`config.mk`:
```
export PLATFORM = sky130hd
export DESIGN_NAME = sig_debounce
export DESIGN_NICKNAME = d
export VERILOG_FILES = /design/src/rtl/sig_debounce_pkg.sv /design/src/rtl/sig_sync.sv /design/src/rtl/sig_debounce.sv
export SDC_FILE = /design/constraint.sdc
export NUM_CORES = 1
export LEC_CHECK = 0
export ABC_AREA = 1
export BUFFER_PORTS_ARGS = -buffer_cell sky130_fd_sc_hd__buf_2
export CAP_MARGIN = 25
export CORE_AREA = 2 2 39 41
export CTS_BUF_LIST = sky130_fd_sc_hd__clkbuf_8
export CTS_CLUSTER_DIAMETER = 40
export DETAILED_ROUTE_END_ITERATION = 8
export DIE_AREA = 0 0 41 43
export PLACE_DENSITY_LB_ADDON = 0.2
export RECOVER_POWER = 25
export SLEW_MARGIN = 0
export SYNTH_ARGS = -nofsm -noshare
export SYNTH_HDL_FRONTEND = slang
export SYNTH_SLANG_ARGS = --single-unit
```
`constraint.sdc`:
```
create_clock -name clk -period 2.8 [get_ports clk]
set_input_delay 0.56 -clock clk [delete_from_list [all_inputs] [get_ports clk]]
set_output_delay 0.56 -clock clk [all_outputs]
set_load 0.01 [all_outputs]
```
`src/rtl/sig_debounce_pkg.sv`:
```
// rtl/sig_debounce_pkg.sv - shared FSM state encoding for the debouncer
// Purpose : state type shared by sig_debounce and its bench-visible internals.
// Ports   : none (package).
package sig_debounce_pkg;

    typedef enum logic {
        ST_STABLE = 1'b0,
        ST_CHECK  = 1'b1
    } db_state_t;

endpackage

```
`src/rtl/sig_sync.sv`:
```
// rtl/sig_sync.sv - multi-flop level synchroniser for asynchronous inputs
// Purpose : brings an asynchronous level into the clk domain through a flop chain.
// Ports   : clk   - destination clock
//           rst_n - asynchronous active-low reset, loads RST_VAL into every stage
//           d     - asynchronous input level
//           q     - synchronised level (last stage)
module sig_sync #(
    parameter int   STAGES  = 2,
    parameter logic RST_VAL = 1'b0
) (
    input  logic clk,
    input  logic rst_n,
    input  logic d,
    output logic q
);

    logic [STAGES-1:0] r_sync;

    always_ff @(posedge clk or negedge rst_n) begin
        if (!rst_n) begin
            r_sync <= {STAGES{RST_VAL}};
        end else begin
            r_sync <= {r_sync[STAGES-2:0], d};
        end
    end

    assign q = r_sync[STAGES-1];

endmodule

```
`src/rtl/sig_debounce.sv`:
```
// rtl/sig_debounce.sv - synchronise and debounce a raw level, emit clean edge pulses
// Purpose : resynchronises sig_in, then accepts a new level only after it has been
//           seen on DEBOUNCE_CYCLES consecutive sampling edges.
// Ports   : clk         - system clock
//           rst_n       - asynchronous active-low reset
//           sig_in      - raw asynchronous level
//           sig_db      - debounced level (registered)
//           sig_db_rise - one-cycle pulse on the edge sig_db goes 0->1
//           sig_db_fall - one-cycle pulse on the edge sig_db goes 1->0
//           busy        - high while a candidate change is being qualified
//           glitch      - one-cycle pulse when a candidate change is rejected
module sig_debounce
    import sig_debounce_pkg::*;
#(
    parameter int   SYNC_STAGES     = 2,
    parameter int   DEBOUNCE_CYCLES = 16,
    parameter logic RST_VAL         = 1'b0
) (
    input  logic clk,
    input  logic rst_n,
    input  logic sig_in,
    output logic sig_db,
    output logic sig_db_rise,
    output logic sig_db_fall,
    output logic busy,
    output logic glitch
);

    localparam int CNT_W = $clog2(DEBOUNCE_CYCLES + 1);
    localparam logic [CNT_W-1:0] CNT_LAST = CNT_W'(DEBOUNCE_CYCLES - 1);
    localparam logic [CNT_W-1:0] CNT_ONE  = CNT_W'(1);

    logic             w_s;
    db_state_t        r_state;
    db_state_t        w_state_nxt;
    logic [CNT_W-1:0] r_cnt;
    logic [CNT_W-1:0] w_cnt_nxt;
    logic             r_db;
    logic             w_db_nxt;
    logic             r_rise;
    logic             w_rise_nxt;
    logic             r_fall;
    logic             w_fall_nxt;
    logic             r_glitch;
    logic             w_glitch_nxt;
    logic             r_busy;

    sig_sync #(
        .STAGES  (SYNC_STAGES),
        .RST_VAL (RST_VAL)
    ) u_sync (
        .clk   (clk),
        .rst_n (rst_n),
        .d     (sig_in),
        .q     (w_s)
    );

    always_ff @(posedge clk or negedge rst_n) begin
        if (!rst_n) begin
            r_state  <= ST_STABLE;
            r_cnt    <= '0;
            r_db     <= RST_VAL;
            r_rise   <= 1'b0;
            r_fall   <= 1'b0;
            r_glitch <= 1'b0;
            r_busy   <= 1'b0;
        end else begin
            r_state  <= w_state_nxt;
            r_cnt    <= w_cnt_nxt;
            r_db     <= w_db_nxt;
            r_rise   <= w_rise_nxt;
            r_fall   <= w_fall_nxt;
            r_glitch <= w_glitch_nxt;
            r_busy   <= (w_state_nxt == ST_CHECK);
        end
    end

    // r_cnt holds how many consecutive edges the new level has already been seen,
    // so the edge that finds r_cnt == DEBOUNCE_CYCLES-1 is the last qualifying one.
    always_comb begin
        w_state_nxt  = r_state;
        w_cnt_nxt    = '0;
        w_db_nxt     = r_db;
        w_rise_nxt   = 1'b0;
        w_fall_nxt   = 1'b0;
        w_glitch_nxt = 1'b0;
        case (r_state)
            ST_STABLE: begin
                if (w_s != r_db) begin
                    w_state_nxt = ST_CHECK;
                    w_cnt_nxt   = CNT_ONE;
                end
            end
            ST_CHECK: begin
                if (w_s == r_db) begin
                    // Any reversion throws away all accumulated credit.
                    w_state_nxt  = ST_STABLE;
                    w_glitch_nxt = 1'b1;
                end else if (r_cnt == CNT_LAST) begin
                    w_state_nxt = ST_STABLE;
                    w_db_nxt    = w_s;
                    w_rise_nxt  = w_s;
                    w_fall_nxt  = ~w_s;
                end else begin
                    w_cnt_nxt = r_cnt + CNT_ONE;
                end
            end
            default: begin
                w_state_nxt = ST_STABLE;
            end
        endcase
    end

    assign sig_db      = r_db;
    assign sig_db_rise = r_rise;
    assign sig_db_fall = r_fall;
    assign busy        = r_busy;
    assign glitch      = r_glitch;

endmodule

```
==> metrics <==
worst min-delay path category=input pin to asynchronous set/reset pin; TritonCTS Buffers=3; RR Startpoint=r_cnt[0]; combinational power share=6.1%; clk root buf=clkbuf_8; core area=1380 sq um; Worst Clk Skew=1.27 ps; total grt overflow=0; worst setup slack after layout=1400 ps; Slowest-stage cell, CP=dfrtp_1; largest stage delay on the critical path=440 ps; post-synthesis sequential area ratio=63.7%; worst rel slew slack=58.9%; Worst Tran Pin Value=616 ps; Bufs and invs on worst path=1; Via Count=299; reg-to-reg slack, setup=1650 ps; Post-DRT Antenna Nets=0; final worst hold slack=305 ps; CTS H-Tree Depth=1; area of the multi-input gates=141 sq um; fin util=42.0%; vias in the first global route=278; Crit path required time=2240 ps; Clock Pin Slew Worst Setup and Hold Paths=50 ps; CTS Hold Bufs=0; IO buf count=7; first-pass GRT wire length=1210 microns; clk buf depth=2; Routed WL=674 microns; Vert. Die Dim=43 microns; clk sinks=12; drt wl/cell=9.36 microns; mean area per synthesized cell=10.5 sq um; gp weighted congestion=0.652; status=finished clean; Fin. Hold Viols=0; Seq cells post-synth=12; Top delay family on crit path=flip-flops; leading register cell type out of synthesis=dfrtp_1; die area=1760 sq um; Post-Place Cells=68; fin cells=72; maximum clock frequency=0.712 GHz; width of the die=41 microns; Startpoint Class=register; Unique masters post-synth=14; fin crit share=50.2%; async set or reset register ratio after synthesis=100%; average vias per placed instance=4.15; critical path capture point type=output pin; final instance area=581 sq um; most common cell after layout, fill and taps aside=dfrtp_1; total power=0.398 mW; CP arrival=840 ps; Pwr Density=686 nW/um^2; CP max FO=6; nets@finish=61; most frequent cells in the layout=dfrtp_1 (12), inv_1 (7), nand2_1 (7), nor2_1 (6), buf_2 (6); Iteration-0 DRC Markers=4; Fill cells=138; Synth-to-Final Area Change=23.1%; unrepaired setup endpoints after global routing=false; first-pass detailed-route iteration total=3; Final Setup Violations=0; LEAKAGE=0.325 nW; Core Rows=14; DRC violations left=0; dpl hpwl=487 microns; TritonCTS clock tree=built; Worst VDD drop=0.372 mV; max_cap viols=0; Switching Fraction=21.0%; Flop pwr share=47.2%; Top-Level Pins=8; cells along the critical path=buf_2; largest net degree at the start of global routing=13; area post-placement=527 sq um; Skew-Pair Late Insertion Delay=240 ps; R2R Path End=sig_db; layout cell share with drive strength beyond 1=25.0%; Post-synth EDFFs=0; Reg area=300 sq um; syn nets=49; Slew Limit Fails=0; cells on worst reg2reg path=4; Int Pwr=0.315 mW; Setup Total Neg Slack=0 ps; antenna violations before repair=0; PostCTS Resize Cnt=0; global-route usage over all layers=11.5%; CP Class=register to output pin; Mapped Cells=45; Cell Area, Synth=472 sq um; clock network power share=46.7%; min Tclk post-route=1400 ps; Yosys warning total=0; NetSw=0.0837 mW; ant diodes=0; pre-CTS setup slack=1650 ps; Setup Fix Bufs, Post-CTS=0; Initial Util=34.1%
-- layout make-up --
cell class / instances / share of cell area (%)
timing repair buffer: 7 / 5.82
clock buffer: 4 / 9.48
sequential: 12 / 51.7
tap: 16 / 3.45
inverter: 8 / 5.17
multi-input combinational: 25 / 24.4
-- synthesized netlist by cell type, types with 2 or more instances --
cell type  number  area share, %
nand2_1         7            5.6
dfrtp_1        12             64
inv_1           7            5.6
o21ai_0         2            2.1
nor2_1          6            4.8
nand3_2         2            4.2
nand3_1         2            2.1
-- state kept, by name, indices dropped and copies added (netlist names) --
name,flops
r_cnt,5
glitch,1
u_sync.r_sync,2
sig_db_rise,1
sig_db,1
sig_db_fall,1
busy,1
-- how the worst max path moves through the flow --
stage,start,cells after the start,endpoint,slack [ps]
6_report,busy,1,busy,1400
2_1_floorplan,r_cnt[0],4,sig_db,1750
3_3_place_gp,r_cnt[0],4,sig_db,1640
4_1_cts,busy,1,busy,1380
5_1_grt,busy,1,busy,1350
3_5_place_dp,r_cnt[0],4,sig_db,1650
-- power groups by stage --
| stage | clock network (mW) | logic, mW | registers, mW |
|---|---|---|---|
| floorplan | 0 | 0.0131 | 0.192 |
| global placement | 0 | 0.0257 | 0.191 |
| detailed placement | 0 | 0.0252 | 0.191 |
| CTS | 0.191 | 0.0254 | 0.188 |
| global route | 0.199 | 0.0287 | 0.190 |
| finish | 0.186 | 0.0243 | 0.188 |
-- kinds of logic after synthesis --
group	after synthesis	synth area share, %
XOR/XNOR	2	3.71
AO/OA/AOI/OAI	3	3.18
adder cells (fa/ha/maj)	1	2.65
AND/OR/NAND/NOR	19	20.4
flip-flops	12	63.7
buffers and inverters	8	6.37
-- layer usage --
metal,part of all wire (%),vias up,global-route usage (%),routed length (microns)
met3,7.0,5,4.71,47
met1,47,124,16.2,314
li1,-,161,-,-
met5,0,-,0,0
met2,42,9,11.9,280
met4,4.6,0,12.0,31
Power figures use the tool's default switching activity.
